### src/rtl/env_frame_sync.sv
// ----------------------------------------------------------------------------
// env_frame_sync
//
// Captures one frame of envelope samples (VOICES*V_ENVS slots) from a free
// running slot generator into a working bank and, once the whole frame has
// arrived in strict order, publishes it by flipping the bank-select bit.
// A reader sees a stable, complete frame in the published bank at all times.
//
// Synchronisation uses a two-state tracker: HUNT waits for the frame marker
// on the last slot; LOCKED checks every slot against the expected index and
// drops back to HUNT (raising a sticky error) on any discontinuity.
//
// Ports
//   sCLK_XVXENVS  in   slot clock, all state on the rising edge
//   iRST          in   asynchronous active-high reset
//   xxxx          in   incoming slot index
//   n_xxxx_zero   in   frame marker, meaningful together with xxxx==LAST
//   iENV          in   envelope sample for slot xxxx
//   iRD_ADDR      in   read address into the published frame
//   iERR_CLR      in   synchronous clear of oSEQ_ERR (an error event wins)
//   oRD_DATA      out  registered read data, one cycle latency
//   oFRAME_RDY    out  one-cycle pulse after a frame is published
//   oLOCKED       out  high while the tracker is LOCKED
//   oSEQ_ERR      out  sticky sequence-error flag
//   oFRAME_CNT    out  published-frame counter, wraps at 16 bits
// ----------------------------------------------------------------------------
module env_frame_sync #(
    parameter int VOICES  = 8,
    parameter int V_ENVS  = 8,
    parameter int V_WIDTH = 3,
    parameter int E_WIDTH = 3,
    parameter int D_WIDTH = 8
) (
    input  logic                       sCLK_XVXENVS,
    input  logic                       iRST,
    input  logic [V_WIDTH+E_WIDTH-1:0] xxxx,
    input  logic                       n_xxxx_zero,
    input  logic [D_WIDTH-1:0]         iENV,
    input  logic [V_WIDTH+E_WIDTH-1:0] iRD_ADDR,
    input  logic                       iERR_CLR,
    output logic [D_WIDTH-1:0]         oRD_DATA,
    output logic                       oFRAME_RDY,
    output logic                       oLOCKED,
    output logic                       oSEQ_ERR,
    output logic [15:0]                oFRAME_CNT
);

    localparam int            SW    = V_WIDTH + E_WIDTH;
    localparam int            DEPTH = VOICES * V_ENVS;
    localparam logic [SW-1:0] LAST  = SW'(DEPTH - 1);

    typedef enum logic [0:0] {
        HUNT   = 1'b0,
        LOCKED = 1'b1
    } state_t;

    state_t               state_r;
    state_t               state_next_s;
    logic [SW-1:0]        exp_r;
    logic [SW-1:0]        exp_next_s;
    logic                 pub_sel_r;
    logic                 frame_rdy_r;
    logic                 seq_err_r;
    logic [15:0]          frame_cnt_r;
    logic [D_WIDTH-1:0]   rd_data_r;

    logic                 is_last_s;
    logic                 accept_s;
    logic                 wr_en_s;
    logic                 publish_s;
    logic                 err_evt_s;

    // Both banks share one array; the MSB of the index is the bank number.
    // The published bank is pub_sel_r, the working bank is its complement.
    logic [D_WIDTH-1:0]   mem [0:(2**(SW+1))-1];

    assign is_last_s = (xxxx == LAST);
    // In order and the marker agrees with the slot position (high iff LAST).
    assign accept_s  = (xxxx == exp_r) && (n_xxxx_zero == is_last_s);

    // State register and all control/status registers.
    always_ff @(posedge sCLK_XVXENVS or posedge iRST) begin
        if (iRST) begin
            state_r     <= HUNT;
            exp_r       <= {SW{1'b0}};
            pub_sel_r   <= 1'b0;
            frame_rdy_r <= 1'b0;
            seq_err_r   <= 1'b0;
            frame_cnt_r <= 16'd0;
        end else begin
            state_r     <= state_next_s;
            exp_r       <= exp_next_s;
            frame_rdy_r <= publish_s;
            if (publish_s) begin
                pub_sel_r   <= ~pub_sel_r;
                frame_cnt_r <= frame_cnt_r + 16'd1;
            end
            // An error on the same edge as a clear keeps the flag set.
            if (err_evt_s) begin
                seq_err_r <= 1'b1;
            end else if (iERR_CLR) begin
                seq_err_r <= 1'b0;
            end
        end
    end

    // Next-state logic for the sync tracker and the expected index.
    always_comb begin
        state_next_s = state_r;
        exp_next_s   = exp_r;
        case (state_r)
            HUNT: begin
                if (is_last_s && n_xxxx_zero) begin
                    state_next_s = LOCKED;
                    exp_next_s   = {SW{1'b0}};
                end else begin
                    state_next_s = HUNT;
                end
            end
            LOCKED: begin
                if (accept_s) begin
                    state_next_s = LOCKED;
                    exp_next_s   = (exp_r == LAST) ? {SW{1'b0}} : exp_r + {{(SW-1){1'b0}}, 1'b1};
                end else begin
                    state_next_s = HUNT;
                    exp_next_s   = {SW{1'b0}};
                end
            end
            default: begin
                state_next_s = HUNT;
                exp_next_s   = {SW{1'b0}};
            end
        endcase
    end

    // Per-edge actions decoded from the current state and slot.
    always_comb begin
        wr_en_s   = 1'b0;
        publish_s = 1'b0;
        err_evt_s = 1'b0;
        case (state_r)
            HUNT: begin
                wr_en_s = 1'b0;
            end
            LOCKED: begin
                if (accept_s) begin
                    wr_en_s   = 1'b1;
                    publish_s = is_last_s;
                end else begin
                    err_evt_s = 1'b1;
                end
            end
            default: begin
                err_evt_s = 1'b0;
            end
        endcase
    end

    // Working-bank write; bank contents are intentionally not reset.
    always_ff @(posedge sCLK_XVXENVS) begin
        if (wr_en_s) begin
            mem[{~pub_sel_r, xxxx}] <= iENV;
        end
    end

    // Registered read of the published bank using the pre-edge bank select,
    // so an address presented during the oFRAME_RDY cycle sees the new frame.
    always_ff @(posedge sCLK_XVXENVS or posedge iRST) begin
        if (iRST) begin
            rd_data_r <= {D_WIDTH{1'b0}};
        end else begin
            rd_data_r <= mem[{pub_sel_r, iRD_ADDR}];
        end
    end

    assign oRD_DATA   = rd_data_r;
    assign oFRAME_RDY = frame_rdy_r;
    assign oLOCKED    = (state_r == LOCKED);
    assign oSEQ_ERR   = seq_err_r;
    assign oFRAME_CNT = frame_cnt_r;

endmodule

### config.mk
export PLATFORM = sky130hd
export DESIGN_NAME = env_frame_sync
export DESIGN_NICKNAME = d
export VERILOG_FILES = /design/src/rtl/env_frame_sync.sv
export SDC_FILE = /design/constraint.sdc
export NUM_CORES = 1
export LEC_CHECK = 0
export CAP_MARGIN = 20
export CORE_UTILIZATION = 40
export CTS_CLUSTER_SIZE = 40
export DETAILED_ROUTE_END_ITERATION = 10
export GPL_ROUTABILITY_DRIVEN = 0
export SLEW_MARGIN = 20
export SYNTH_ARGS = -nofsm -noshare
export SYNTH_HDL_FRONTEND = slang
export SYNTH_SLANG_ARGS = --single-unit
### constraint.sdc
create_clock -name sCLK_XVXENVS -period 4.35 [get_ports sCLK_XVXENVS]
set_input_delay 0.87 -clock sCLK_XVXENVS [delete_from_list [all_inputs] [get_ports sCLK_XVXENVS]]
set_output_delay 0.87 -clock sCLK_XVXENVS [all_outputs]
set_load 0.02 [all_outputs]
## Word level (Yosys, flattened, before mapping)

Memory sizes are Yosys's and may differ from the RTL's. A register that Yosys moved wholly into a read port is not among the register bits.
Index checks and enable logic that the tools add are counted.

| storage, ports and cells | value |
|---|---|
| bits in registers | 26 |
| RAM bits | 1024 |
| input port bits | 24 |
| output and inout bits | 27 |
| word-level logic and storage cells | 35 |
| memories kept | 1 |

| operators by class | value |
|---|---|
| add/subtract/negate cells | 2 |
| eq/ne operators | 5 |
| muxes and demuxes | 16 |
| bitwise operators | 2 |
| reduce and logical (&&, ||, !) cells | 3 |

Memory list:

| memory | depth | bits a word | rd ports | clocked after memory_dff | wr ports | RTL line | RTL |
|---|---|---|---|---|---|---|---|
| mem | 128 | 8 | 1 | 1 | 1 | 75 | `logic [D_WIDTH-1:0] mem [0:(2**(SW+1))-1];` |

Operator list:

| cell | number |
|---|---|
| $mux W6 | 3 |
| $add A16 B1 Y16 const B | 1 |
| $eq A6 B6 Y1 const B | 2 |
| $pmux W6 S2 | 1 |
| $mux W1 | 10 |
| $add A6 B1 Y6 const B | 1 |
| $eq A6 B6 Y1 | 1 |
| $pmux W1 S2 | 2 |
| $logic_and A1 B1 Y1 | 2 |
| $ne A2 B2 Y1 const B | 1 |
| $not A1 Y1 | 2 |
| $reduce_bool A2 Y1 | 1 |
| $eq A1 B1 Y1 | 1 |

## Logic depth before layout (Yosys ltp)

| depth | value |
|---|---|
| word-level depth | 7 |
| depth in mapped cells | 10 |
| gate-level depth less buffers | 7 |

## Worst setup path after synthesis

No wires, ideal clock.

| timing | value |
|---|---|
| path kind | in2reg |
| from | input xxxx[3] |
| to | memory mem[44][0], enable pin |
| library setup time | 0.370 ns |
| arrival time | 3.570 ns |
| data required time | 3.980 ns |
| setup slack | 0.409 ns |
| stages on the path | 10 |
| buffers on the path | 3 |
| cell sequence | clkbuf_1 -> nand4_1 -> nor2_1 -> ha_1 -> nor4_1 -> nand3_1 -> or4b_2 -> clkbuf_1 -> clkbuf_1 -> nor2_1 |

| on the way | value |
|---|---|
| word-level cells in the longest chain between the ends | 7 |
| elaborated cells on any way between the ends | 8 |
| classes of those cells | 3 x eq/ne; 4 x mux; 1 x reduce/logical |

RTL lines:

| item | RTL line | RTL |
|---|---|---|
| start: declaration | 36 | `input logic [V_WIDTH+E_WIDTH-1:0] xxxx,` |
| $eq A6 B6 Y1 | 77 | `assign is_last_s = (xxxx == LAST);` |
| $eq A1 B1 Y1 | 79 | `assign accept_s = (xxxx == exp_r) && (n_xxxx_zero == is_last_s);` |
| $logic_and A1 B1 Y1 | 79 |  |
| $mux W1 | 146 | `if (accept_s) begin` |
| $pmux W1 S2 | 141 | `case (state_r)` |
| $mux W1 | 161 | `if (wr_en_s) begin` |
| $mux W1 (implied by the code) | 162 | `mem[{~pub_sel_r, xxxx}] <= iENV;` |
| end: declaration | 75 |  |

Several ways; a longest one is shown, not always the timed one.

## Worst setup path in the final report

| timing | value |
|---|---|
| from | input xxxx[4] |
| to | memory mem[12][2], enable pin |

The elaborated chain is that of the path after synthesis.

==> reports/metrics.yaml <==
grt:
  gr-max-usage-layer: "met2"
  grt_max_degree: 129
  met3_usage_pct: 3.89
  grtUsageMet2_pct: 30.1
  grt_pass1_wl_um: 139000
  met1_usage_pct: 26.1
  grt_pass1_vias: 19834
  grt_antenna_before_repair: 3
  track_usage_pct: 18.7
  overflow: 0
synthesis:
  synth_most_common_cell: "edfxtp_1"
  yosys.area.top_type: "edfxtp_1"
  ys_top_cells_by_count: "edfxtp_1, mux4_2, nor2_1"
  synth_edf_count: 1024
  ys_async_sr_fraction_pct: 3.21
  synth_area_leaders: "edfxtp_1, mux4_2, dfrtp_1"
  synth_cell_type_count: 34
  synth_top_area_share_pct: 75.2
  synth.avg_cell_area_um2: 23.4
  syn_area_um2: 40900
  synth_fp_nets: 1778
  ys_seq_area_share_pct: 77.2
  ys_ff_latch: 1058
  synth-warning-count: 0
  netlist_instances: 1751
  synth_top_flop_cell: "edfxtp_1"
sta:
  hold_viol: 0
  setup_tns_ns: 0
  setup_viol: 0
  fin_crit_sh_pct: 84.4
  drv_slew: 0
  setup_slack_ns: 0.678
  grt_setup_unrepaired: "false"
  finalCriticalPeriod_ns: 3.67
  worst_pin_slew_ns: 0.945
  hold_slack_ns: 0.479
  max_freq_mhz: 272
  finClkSkew_ns: 0.0322
  relSlewSlack_pct: 37.0
die:
  die-area_um2: 104000
  start_util_pct: 40.6
  die_h_um: 322
  num_rows: 116
  die_x_um: 322
  ios: 51
  core_area_um2: 101000
cells_and_area:
  area_delta_synth_final_pct: 17.3
  nets: 2035
  multi_input_area_um2: 8890
  drive_gt1_share_pct: 34.1
  stdcell_count: 3447
  ff_latch_area_um2: 31600
  fillerInstances: 8129
worst_setup_path:
  arrival_ns: 4.04
  r2r_end: "mem[12][2]$_DFFE_PP_"
  end_kind: "flop"
  cpPeakStageDelay_ns: 0.75
  reg2reg_from: "exp_r[5]$_DFFE_PP0P_"
  crit_family: "simple AND/OR/NAND/NOR gates"
  worstPathRequired_ns: 4.72
  critPathSlowestCell: "or4b_2"
  critPathKind: "input port to flop"
  path_cells: "clkdlybuf4s50_1 > nand4_1 > nor2_1 > ha_1 > nor4_1 > nand3_1 > or4b_2 > buf_12 > nor2_1 > buf_4"
  crit_top_cell: "nor2_1"
  reg2reg_depth: 7
  reg2reg_setup_slack_ns: 1.32
  path_buf_inv: 3
  startpoint_type: "input port"
  path_max_fanout: 16
detailed_routing:
  vias: 19070
  first_iter_violations: 1943
  firstDrtPassIters: 5
  vias_per_cell: 5.53
  drt-total-wl_um: 94800
  ant_nets: 0
  drc: 0
  wire_per_inst_um: 27.5
clocking:
  clk_root_buffer_cell: "clkbuf_16"
  clkLatencyLatePin_ns: 0.68
  clock_sinks: 1058
  cts_tree: "built"
  postCtsSetupBuffers: 0
  cts_max_level: 3
  cts_buffers: 106
  post_cts_resized: 0
  clockBufferDepth: 3
  clk_pin_slew_ns: 0.06
  ctsHoldBuffers: 0
status:
  status: "finished, final reports clean"
place:
  hpwl_um: 57900
  dp_cells: 3257
  post-place-ws_ns: 0.0715
  io_buffer_count: 50
power_and_ir_drop:
  power.density_nw_per_um2: 445
  ir_drop_v: 0.000282
  p_leak_uw: 0.0153
job:
  drv_cap: 0
worst_hold_path:
  holdCritStartpoint: "oFRAME_CNT[15]$_DFFE_PP0P_"
  min_path_type: "flop to flop"
  holdPathEnd: "oFRAME_CNT[15]$_DFFE_PP0P_"
  hold_depth: 1
kinds of logic (layout without fill, tap and decap cells):
group                      count (synthesis)  in the layout  synth area share [%]
DFF                                     1058           1058                  77.2
muxes                                    347            347                  18.8
and+or+nand+nor                          209            209                  2.18
buffers and inverters                    101            439                  1.03
xor gates and xnor gates                  24             24                 0.514
AOI/OAI and AO/OA                          9              9                 0.147
adders and majority gates                  3              3                0.0918
other                                      0              1                     0
per-stage QoR:
step	cell area, µm²	power [µW]	util [%]
final	48000	21400	47.6
after global routing	48000	22000	47.6
after CTS	48000	21600	47.6
after detailed placement	44500	12400	44.1
after global placement	44500	12400	44.1
after floorplan	40900	11900	-
cell type report:
type	count	area share [%]
tap	1357	3.54
timing repair buffer	244	4.67
inverter	6	0.0469
clock buffer	125	5.72
multi-input combinational	592	18.5
clock inverter	64	1.61
sequential	1058	65.9
antenna	1	0.00522
flip-flops by register name, indices dropped and copies added (netlist names):
signal and count:
exp_r 6, mem 1024, oFRAME_CNT 16, oFRAME_RDY 1, oLOCKED 1, oRD_DATA 8
oSEQ_ERR 1, pub_sel_r 1
layer usage:
metal | wire [µm] | up-vias
li1 | - | 7933
met2 | 46400 | 710
met4 | 1850 | 0
met3 | 7140 | 107
met1 | 39400 | 10320
met5 | 0 | -
power breakdown:
part	internal (µW)	switching [µW]	total, µW
clock	5360	3800	9160
combinational	427	583	1010
sequential	11200	19.9	11200
total	17000	4400	21400
placed cells by master, fill, tap and decap left out, types with 18 or more instances in the layout:
master and n:
buf_12 24, buf_4 180, clkbuf_16 106, clkdlybuf4s50_1 38, dfrtp_1 34, edfxtp_1 1024, mux4_2 336, nand2_1 25
nor2_1 138, xor2_1 18
worst max-delay path by stage:
stage,startpoint,endpoint,depth (start not counted)
after floorplan,xxxx[3],mem[44][0]$_DFFE_PP_,10
after global placement,xxxx[3],mem[12][2]$_DFFE_PP_,10
after detailed placement,xxxx[4],mem[100][3]$_DFFE_PP_,10
after CTS,xxxx[4],mem[12][2]$_DFFE_PP_,10
after global routing,xxxx[4],mem[12][5]$_DFFE_PP_,10
final,xxxx[4],mem[12][2]$_DFFE_PP_,10
(Power assumes the default switching activity.)
